<file path="src/rtl/ex_muldiv_sequencer_pkg.sv">
// Shared types for the EX-stage RV32M multiply/divide sequencer.
// Op encoding follows funct3 so the decoder can pass it through untouched.
package ex_muldiv_sequencer_pkg;

  localparam int DATA_WIDTH = 32;

  typedef enum logic [2:0] {
    MUL    = 3'd0,
    MULH   = 3'd1,
    MULHSU = 3'd2,
    MULHU  = 3'd3,
    DIV    = 3'd4,
    DIVU   = 3'd5,
    REM    = 3'd6,
    REMU   = 3'd7
  } MulDivOp;

  function automatic logic isDiv(MulDivOp op);
    return op inside {DIV, DIVU, REM, REMU};
  endfunction

  function automatic logic isRem(MulDivOp op);
    return op inside {REM, REMU};
  endfunction

  function automatic logic isSignedA(MulDivOp op);
    return op inside {MULH, MULHSU, DIV, REM};
  endfunction

  function automatic logic isSignedB(MulDivOp op);
    return op inside {MULH, DIV, REM};
  endfunction

endpackage

</file>
<file path="src/rtl/muldiv_datapath.sv">
// Operand magnitudes, shift-add / restoring-divide iteration and sign fixup.
// Driven by one-hot load/step/fixup strobes from the sequencer FSM.
module muldiv_datapath
  import ex_muldiv_sequencer_pkg::*;
#(
  parameter int DATA_WIDTH = ex_muldiv_sequencer_pkg::DATA_WIDTH
) (
  input  logic                  clock,
  input  logic                  resetN,
  input  logic                  load,
  input  logic                  step,
  input  logic                  fixup,
  input  logic [2:0]            op,
  input  logic [DATA_WIDTH-1:0] dataA,
  input  logic [DATA_WIDTH-1:0] dataB,
  output logic                  special,
  output logic [DATA_WIDTH-1:0] result
);

  localparam int W = DATA_WIDTH;
  localparam logic [W-1:0] MOST_NEG = {1'b1, {(W-1){1'b0}}};

  MulDivOp      opIn;
  MulDivOp      opReg;
  logic         signA;
  logic         signB;
  logic         negIn;
  logic         negReg;
  logic [W-1:0] magA;
  logic [W-1:0] magB;
  logic         divByZero;
  logic         overflow;
  logic [W-1:0] specialValue;
  logic [W-1:0] operandReg;
  logic [W-1:0] hiReg;
  logic [W-1:0] loReg;

  logic [W:0]            mulSum;
  logic [W:0]            divShift;
  logic [W:0]            divDiff;
  logic signed [2*W-1:0] product;
  logic signed [2*W-1:0] productFix;
  logic [W-1:0]          quoFix;
  logic [W-1:0]          remFix;
  logic [W-1:0]          fixValue;

  assign opIn  = MulDivOp'(op);
  assign signA = isSignedA(opIn) & dataA[W-1];
  assign signB = isSignedB(opIn) & dataB[W-1];
  assign magA  = signA ? -dataA : dataA;
  assign magB  = signB ? -dataB : dataB;

  // Remainder takes the dividend's sign; everything else the xor of both.
  assign negIn = isRem(opIn) ? signA : (signA ^ signB);

  assign divByZero = isDiv(opIn) && (dataB == '0);
  assign overflow  = ((opIn == DIV) || (opIn == REM)) && (dataA == MOST_NEG) && (dataB == '1);
  assign special   = divByZero | overflow;

  always_comb begin
    specialValue = '0;
    if (divByZero) begin
      specialValue = isRem(opIn) ? dataA : '1;
    end else if (overflow) begin
      specialValue = isRem(opIn) ? '0 : dataA;
    end
  end

  // Multiply: {hi,lo} shifts right with lo holding the unconsumed multiplier bits.
  // Divide: hi is the partial remainder, lo shifts dividend out and quotient in.
  assign mulSum   = {1'b0, hiReg} + (loReg[0] ? {1'b0, operandReg} : '0);
  assign divShift = {hiReg, loReg[W-1]};
  assign divDiff  = divShift - {1'b0, operandReg};

  assign product    = {hiReg, loReg};
  assign productFix = negReg ? -product : product;
  assign quoFix     = negReg ? -loReg : loReg;
  assign remFix     = negReg ? -hiReg : hiReg;

  always_comb begin
    fixValue = productFix[2*W-1:W];
    if (isDiv(opReg)) begin
      fixValue = isRem(opReg) ? remFix : quoFix;
    end else if (opReg == MUL) begin
      fixValue = productFix[W-1:0];
    end
  end

  always_ff @(posedge clock or negedge resetN) begin
    if (!resetN) begin
      opReg      <= MUL;
      negReg     <= 1'b0;
      operandReg <= '0;
      hiReg      <= '0;
      loReg      <= '0;
      result     <= '0;
    end else if (load) begin
      opReg      <= opIn;
      negReg     <= negIn;
      hiReg      <= '0;
      operandReg <= isDiv(opIn) ? magB : magA;
      loReg      <= isDiv(opIn) ? magA : magB;
      if (special) begin
        result <= specialValue;
      end
    end else if (step) begin
      if (isDiv(opReg)) begin
        if (!divDiff[W]) begin
          hiReg <= divDiff[W-1:0];
          loReg <= {loReg[W-2:0], 1'b1};
        end else begin
          hiReg <= divShift[W-1:0];
          loReg <= {loReg[W-2:0], 1'b0};
        end
      end else begin
        {hiReg, loReg} <= {mulSum, loReg[W-1:1]};
      end
    end else if (fixup) begin
      result <= fixValue;
    end
  end

endmodule

</file>
<file path="src/rtl/ex_muldiv_sequencer.sv">
// EX-stage RV32M sequencer: stalls the pipe while the datapath iterates,
// then presents one result per instruction for a single cycle.
module ex_muldiv_sequencer
  import ex_muldiv_sequencer_pkg::*;
#(
  parameter int DATA_WIDTH = ex_muldiv_sequencer_pkg::DATA_WIDTH
) (
  input  logic                  i_clock,
  input  logic                  i_reset,
  input  logic                  i_valid,
  input  logic [2:0]            i_op,
  input  logic [DATA_WIDTH-1:0] i_dataA,
  input  logic [DATA_WIDTH-1:0] i_dataB,
  input  logic                  i_flush,
  output logic                  o_stall,
  output logic                  o_valid,
  output logic [DATA_WIDTH-1:0] o_result
);

  localparam int CNT_W = $clog2(DATA_WIDTH);
  localparam logic [CNT_W-1:0] LAST_STEP = CNT_W'(DATA_WIDTH - 1);

  typedef enum logic [1:0] {
    IDLE  = 2'd0,
    CALC  = 2'd1,
    FIXUP = 2'd2,
    DONE  = 2'd3
  } SeqState;

  SeqState          state;
  SeqState          nextState;
  logic [CNT_W-1:0] counter;
  logic [CNT_W-1:0] nextCounter;
  logic             load;
  logic             step;
  logic             fixup;
  logic             special;

  always_ff @(posedge i_clock or negedge i_reset) begin
    if (!i_reset) begin
      state   <= IDLE;
      counter <= '0;
    end else begin
      state   <= nextState;
      counter <= nextCounter;
    end
  end

  // Flush wins over everything, including a fresh i_valid in IDLE.
  always_comb begin
    nextState   = state;
    nextCounter = counter;
    load        = 1'b0;
    step        = 1'b0;
    fixup       = 1'b0;
    if (i_flush) begin
      nextState = IDLE;
    end else begin
      case (state)
        IDLE: begin
          if (i_valid) begin
            load = 1'b1;
            if (special) begin
              nextState = DONE;
            end else begin
              nextCounter = LAST_STEP;
              nextState   = CALC;
            end
          end
        end
        CALC: begin
          step = 1'b1;
          if (counter == '0) begin
            nextState = FIXUP;
          end else begin
            nextCounter = counter - 1'b1;
          end
        end
        FIXUP: begin
          fixup     = 1'b1;
          nextState = DONE;
        end
        default: begin
          nextState = IDLE;
        end
      endcase
    end
  end

  // Reset gates the stall directly so the pipe is released while reset is held.
  assign o_stall = i_reset & i_valid & (state != DONE) & ~i_flush;
  assign o_valid = (state == DONE) & ~i_flush;

  muldiv_datapath #(
    .DATA_WIDTH(DATA_WIDTH)
  ) u_datapath (
    .clock  (i_clock),
    .resetN (i_reset),
    .load   (load),
    .step   (step),
    .fixup  (fixup),
    .op     (i_op),
    .dataA  (i_dataA),
    .dataB  (i_dataB),
    .special(special),
    .result (o_result)
  );

endmodule

</file>
<file path="config.mk">
export PLATFORM = sky130hd
export DESIGN_NAME = ex_muldiv_sequencer
export DESIGN_NICKNAME = d
export VERILOG_FILES = /design/src/rtl/ex_muldiv_sequencer_pkg.sv /design/src/rtl/muldiv_datapath.sv /design/src/rtl/ex_muldiv_sequencer.sv
export SDC_FILE = /design/constraint.sdc
export NUM_CORES = 1
export LEC_CHECK = 0
export ABC_AREA = 1
export BUFFER_PORTS_ARGS = -buffer_cell sky130_fd_sc_hd__buf_2
export CAP_MARGIN = 20
export CORE_MARGIN = 2
export CORE_UTILIZATION = 40
export CTS_CLUSTER_DIAMETER = 150
export DETAILED_ROUTE_END_ITERATION = 10
export PLACE_DENSITY = 0.62
export SKIP_CTS_REPAIR_TIMING = 1
export SLEW_MARGIN = 20
export SYNTH_ARGS = -nofsm -noshare
export SYNTH_HDL_FRONTEND = slang
export SYNTH_SLANG_ARGS = --single-unit
</file>
<file path="constraint.sdc">
create_clock -name i_clock -period 3 [get_ports i_clock]
set_input_delay 0.15 -clock i_clock [delete_from_list [all_inputs] [get_ports i_clock]]
set_output_delay 0.15 -clock i_clock [all_outputs]
set_load 0.005 [all_outputs]
</file>
# ---- Yosys cells after proc, flatten, opt, wreduce, memory -nomap -nowiden
# Cells that the tools add are included.
dict set report word_totals {
  regBits 139
  in_bits 71
  out_inout_bits 34
  word_cells 112
}
dict set report op_classes {
  add_sub_neg 8
  n_eq_ne 23
  mux 44
  n_bitwise 9
  n_reduce_logical 20
}
# operator count
set ops {}
lappend ops {{$mux 32} 25}
lappend ops {{$neg 32->32} 4}
lappend ops {{$eq 32x32->1 const B} 2}
lappend ops {{$mux 64} 1}
lappend ops {{$neg 64->64} 1}
lappend ops {{$add 32x33->33} 1}
lappend ops {{$sub 33x32->33} 1}
lappend ops {{$logic_not 32->1} 1}
lappend ops {{$eq 3x3->1 const B} 8}
lappend ops {{$mux 5} 3}
lappend ops {{$reduce_bool 4->1} 3}
lappend ops {{$ne 2x2->1 const B} 5}
lappend ops {{$pmux 5 s2} 1}
lappend ops {{$reduce_bool 2->1} 5}
lappend ops {{$mux 1} 9}
lappend ops {{$mux 2} 4}
lappend ops {{$and 1x1->1} 6}
lappend ops {{$ne 3x3->1 const B} 2}
lappend ops {{$pmux 2 s3} 1}
lappend ops {{$logic_not 5->1} 1}
lappend ops {{$reduce_and 5->1} 1}
lappend ops {{$sub 5x1->5 const B} 1}
lappend ops {{$eq 2x2->1 const B} 2}
lappend ops {{$eq 3x1->1 const B} 1}
lappend ops {{other kinds (13)} 15}

# ---- Longest topological paths before layout
dict set report logic_depth {
  word_depth 9
  depth_mapped 22
  depth_no_buf 20
}

# ---- Hierarchy
# From an unflattened synthesis, not the netlist that was laid out.
dict set report hier_totals {
  cells_unflattened 3210
  area_unflattened_um2 17952.2
}
# mod instances cells_each area_each_um2 seq_area_each_um2
set by_module_without_submodules {}
lappend by_module_without_submodules {muldiv_datapath 1 3127 17366.7 3303.2}
lappend by_module_without_submodules {ex_muldiv_sequencer 1 83 585.6 175.2}

# ---- Worst setup path before layout
# Ideal clock, no wire load.
dict set report synth_path {
  kind {reg-to-reg}
  start {register u_datapath.loReg[0]}
  end {register u_datapath.hiReg[25]}
  setup_time_ns 0.117
  arrival_time_ns 2.513
  required_time_ns 2.883
  slack_ns 0.369
  path_stages_with_launch 20
  n_path_buf 2
  synth_period_minus_slack_ns 2.631
  path_cell_list {dfrtp_1 > buf_6 > clkbuf_1 > nand2_1 > inv_1 > ha_1 > inv_1 > fa_1 > inv_1 > nand2_1 > o21ai_0 > nand2_1 > nand2_1 > inv_1 > o21bai_1 > nand2_1 > nand3_1 > nand3_1 > nand3_1 > nand2_1}
}
dict set report synth_between {
  elab_chain_len 5
}
# item line_no
set synth_rtl {}
lappend synth_rtl {{start, declared} muldiv_datapath.sv:36} ;# logic [W-1:0] loReg;
lappend synth_rtl {{start signal, assigned} muldiv_datapath.sv:102} ;# loReg <= isDiv(opIn) ? magA : magB;
lappend synth_rtl {{start signal, assigned} muldiv_datapath.sv:110} ;# loReg <= {loReg[W-2:0], 1'b1};
lappend synth_rtl {{start signal, assigned} muldiv_datapath.sv:113} ;# loReg <= {loReg[W-2:0], 1'b0};
lappend synth_rtl {{$mux 32} muldiv_datapath.sv:71} ;# assign mulSum = {1'b0, hiReg} + (loReg[0] ? {1'b0, operandReg} : '0);
lappend synth_rtl {{$add 32x33->33} muldiv_datapath.sv:71}
lappend synth_rtl {{$mux 32} muldiv_datapath.sv:107} ;# if (isDiv(opReg)) begin
lappend synth_rtl {{$mux 32} muldiv_datapath.sv:106} ;# end else if (step) begin
lappend synth_rtl {{$mux 32} muldiv_datapath.sv:97} ;# end else if (load) begin
lappend synth_rtl {{end signal, assigned} muldiv_datapath.sv:109} ;# hiReg <= divDiff[W-1:0];
lappend synth_rtl {{end signal, assigned} muldiv_datapath.sv:112} ;# hiReg <= divShift[W-1:0];
lappend synth_rtl {{end signal, assigned} muldiv_datapath.sv:116} ;# {hiReg, loReg} <= {mulSum, loReg[W-1:1]};
lappend synth_rtl {{end, declared} muldiv_datapath.sv:35} ;# logic [W-1:0] hiReg;
# Every way passes these cells. The select of a mux whose other input is x is not followed.
# A chain may end at the register's enable or synchronous reset.

# ---- Worst setup path after layout
dict set report layout_path {
  start {register u_datapath.hiReg[4]}
  end {register u_datapath.hiReg[12]}
}
dict set report layout_between {
  elab_chain_len 5
  elab_cells_between_ends 6
  classes_between {add/sub: 2; mux: 4}
}
# item line_no
set layout_rtl {}
lappend layout_rtl {{$sub 33x32->33} muldiv_datapath.sv:73} ;# assign divDiff = divShift - {1'b0, operandReg};
lappend layout_rtl {{$mux 32} muldiv_datapath.sv:108} ;# if (!divDiff[W]) begin
lappend layout_rtl {{$mux 32 *} muldiv_datapath.sv:107}
lappend layout_rtl {{$mux 32 *} muldiv_datapath.sv:106}
lappend layout_rtl {{$mux 32 *} muldiv_datapath.sv:97}
# Mark *: on every way between the ends. The rest lies on a longest branch, timed or not. The select of a mux whose other input is x is not followed.

==> flow_results.org <==
** Synthesis
- In this run the mean area of a mapped cell was 5.52 um^2.
- Netlist area before placement :: 18300 um^2
- Async SR Flop Fraction :: 100%
- Yosys warning count :: 0
- Synthesis inferred 139 register bits.
- In this run, distinct cell masters in the synthesized netlist total 46.
- The share of the Yosys chip area taken by registers is 19.0%.
- Cell count after synthesis :: 3314
- Synthesized netlist net count :: 3462
- Yosys mapped a number of flops with a built-in enable equal to 0.
- Primary flip-flop cell chosen by synthesis mapping :: dfrtp_1

** Final layout
- The library cell used most frequently in the layout, excluding fill and tap cells, is nand2_1.
- Compared with the post-synthesis result, the final layout area differs by 11.7%.
- Final antenna diode count :: 0
- Layout Nets :: 3577
- Number of filler cells placed in the layout :: 5148
- The library cells used most frequently in the layout, excluding fill and tap cells, are nand2_1, inv_1, nor2_1, nand3_1, a21oi_1.
- Layout cells sized above 1 :: 8.72%
- Fin cells :: 4042

** Min path
- Hold WC Path Type :: primary input to flip-flop
- In this run the most critical hold path is launched from i_op[0].

** Clock network
- Number of buffers added by the clock tree synthesis step :: 17
- Total clock sinks :: 139
- Clock network latency to the later pin of the worst-skew pair :: 0.47 ns
- Clock transition time at the flip-flop clock pins of the worst setup and hold paths :: 0.08 ns
- The clock passes through at most 2 buffers.
- Number of levels in the clock H-tree :: 4
- Clock Tree Root :: clkbuf_16
- TritonCTS built the clock tree.

** Timing
- For the finished layout, the period the worst path requires is 2.90 ns.
- Setup clock skew after layout :: 0.0208 ns
- Setup repair after global routing left no endpoint under its margin.
- Crit path setup slack, layout :: 0.0966 ns
- Hold timing on the final database bottoms out at a slack of 0.0154 ns.
- Final period util :: 96.8%
- The number of hold-slack violations in the final timing report was 0.
- Slew Limit Headroom :: 46.2%
- Derived from the worst setup path, the maximum achievable clock frequency is 344 MHz.
- Setup violations remaining at the end of the flow were counted as 0.
- Slew @ Worst Pin :: 0.799 ns
- The number of slew-limit violations in the final report is 0.
- Setup TNS after final layout :: 0 ns

** Placement
- Port buffering added 104 buffers.
- Once placement completed, the tool counted placed cells totaling 4009.
- Detailed placement finished with a half-perimeter wire length of 69800 um.
- Dpl ws :: 0.246 ns
- Final weighted congestion in routability-driven placement :: 1.08

** Global routing
- The first global-routing pass estimated 126000 um of wire.
- The via count of the first global-routing pass is 20300.
- GRT Util Overall :: 35.6%
- After global routing the overflow that remains totals 0.
- Entering global routing, the biggest net connects 105 pins.
- Number of antenna violations at the first check in global routing :: 0

** Run status
- Status :: completed

** Setup path
- Critical Path Start Type :: flip-flop
- Worst setup EP type :: flip-flop
- For the worst setup path, the data arrival time is 3.25 ns.
- The worst register-to-register path begins at u_datapath.hiReg[4]$_DFFE_PN0P_.
- STA puts the critical path data required time at 3.35 ns.
- The worst setup path is of the flip-flop to flip-flop kind.
- Setup crit start :: u_datapath.hiReg[4]$_DFFE_PN0P_
- Of all nets on the critical path, the largest fanout is 8.

** Drt
- The final layout contains routed wiring with a total length of 85200 um.
- In this run the remaining antenna-violating nets after routing total 0.
- Number of design-rule violations left by the first detailed-router iteration :: 2739
- Via density :: 5.56
- In the final routed layout, each cell accounts on average for 21.1 um.
- The routed layout has 22500 vias.
- Total DRC errors in the routed layout :: 0
- Before antenna repair, the detailed router went through 8 iterations.

** Die
- Once the floorplan was initialized, standard cells occupied 40.4% of the core.
- During I/O placement, the number of pins put on the boundary was 105.
- The die covers 47500 um^2.
- The die is 218 um tall.
- Measured along the x axis, the die boundary spans 218 um.
- Core footprint :: 45300 um^2
- Standard-cell row count :: 78

** Power and ir drop
- IR analysis of the VDD net gives a maximum drop of 0.000617 V.
- Power per unit of standard cell area :: 1230 nW/um^2
- The analysis attributes to cell leakage a power of 11.1 nW.
- Overall power of the completed layout :: 0.0251 W

** Job
- Max-cap viol count :: 0
## worst max-delay path, cell delays in order (launching register included)
cell	delay, ns
dfrtp_1	0.70
ha_1	0.38
nand2_1	0.09
nand2_1	0.05
inv_1	0.07
o21ai_0	0.18
a21oi_1	0.50
o21ai_0	0.30
a21oi_1	0.17
o21ai_0	0.15
nand3_1	0.13
nand2_1	0.07
## sequential cells by signal (all words and copies together) (netlist names)
signal                 cells
u_datapath.loReg          32
u_datapath.operandReg     32
u_datapath.hiReg          32
state                      2
u_datapath.opReg           3
counter                    5
u_datapath.negReg          1
u_datapath.result         32
## power by group
part,switching (W),leakage (nW),internal [W]
sequential,0.00143,1.67,0.00276
combinational,0.0130,9.15,0.00582
clock,0.00101,0.273,0.00111
total,0.0154,11.1,0.00969
## synthesized netlist by cell type (3+ instances only)
cell | count | area share [%]
buf_6 | 7 | 0.43
nor3_1 | 22 | 0.60
inv_1 | 477 | 9.8
clkbuf_1 | 45 | 0.92
o21ai_1 | 8 | 0.22
o21ai_0 | 125 | 3.4
nand3_1 | 338 | 9.2
ha_1 | 75 | 5.1
a22oi_1 | 10 | 0.41
a221oi_1 | 29 | 1.4
or2_2 | 16 | 0.55
dfrtp_1 | 139 | 19
nor2_1 | 376 | 7.7
buf_1 | 4 | 0.082
nand4_1 | 42 | 1.4
nand3b_1 | 15 | 0.62
o211ai_1 | 26 | 1.1
nor4_1 | 6 | 0.21
o21bai_1 | 5 | 0.21
nand2_2 | 13 | 0.44
nand3_2 | 3 | 0.16
nor2_4 | 5 | 0.31
nor2_2 | 15 | 0.51
o221ai_1 | 7 | 0.34
a32oi_1 | 3 | 0.14
xor2_1 | 66 | 3.2
and2_1 | 4 | 0.14
inv_2 | 14 | 0.29
nand4_2 | 3 | 0.21
xnor2_1 | 21 | 1.0
a31oi_1 | 6 | 0.21
nand2_1 | 1175 | 24
a21oi_1 | 147 | 4.0
a21o_1 | 8 | 0.33
buf_2 | 29 | 0.79
o22ai_1 | 9 | 0.31
buf_4 | 9 | 0.37
## path summary, 6_finish.rpt
kind / cells past startpoint / slack [ns] / end
min: 3 / 0.02 / u_datapath.opReg[0]$_DFFE_PN0P_
max: 11 / 0.1 / u_datapath.hiReg[12]$_DFFE_PN0P_
min reg2reg: 2 / 0.49 / u_datapath.result[8]$_DFFE_PN0P_
min in group asynchronous: 2 / 0.16 / u_datapath.result[26]$_DFFE_PN0P_
max in group asynchronous: 3 / 2.03 / u_datapath.hiReg[27]$_DFFE_PN0P_
max reg2reg: 11 / 0.1 / u_datapath.hiReg[12]$_DFFE_PN0P_
## through the flow
| stage | utilization [%] | instance area [um^2] |
|---|---|---|
| 2_1_floorplan | - | 18300 |
| 3_3_place_gp | 43.8 | 19800 |
| 3_5_place_dp | 43.8 | 19800 |
| 4_1_cts | 45.1 | 20400 |
| 5_1_grt | 45.1 | 20400 |
| 6_report | 45.1 | 20400 |
## cell type report
type	instances	area [um^2]	area share (%)
multi-input combinational	2588	12500	61.3
clock inverter	14	135	0.661
timing repair buffer	191	1260	6.17
inverter	492	1850	9.05
sequential	139	3480	17.0
clock buffer	18	439	2.15
tap	600	751	3.67
## per-layer routing
layer / vias up / GRT usage, % / part of all wire (%)
met1: 10200 / 47.1 / 41
met2: 1243 / 55.5 / 43
met4: 0 / 19.3 / 6.1
li1: 10800 / - / -
met3: 228 / 5.43 / 9.0
met5: - / 0 / 0
## kinds of logic after synthesis
logic type | Yosys count | share of synthesized area, %
AO/OA/AOI/OAI | 388 | 12.3
XOR/XNOR | 87 | 4.16
adder cells (fa/ha/maj) | 77 | 5.35
buffers and inverters | 587 | 12.7
flip-flops | 139 | 19.0
AND/OR/NAND/NOR | 2036 | 46.5
No activity file was read; power rests on OpenSTA's default activity.
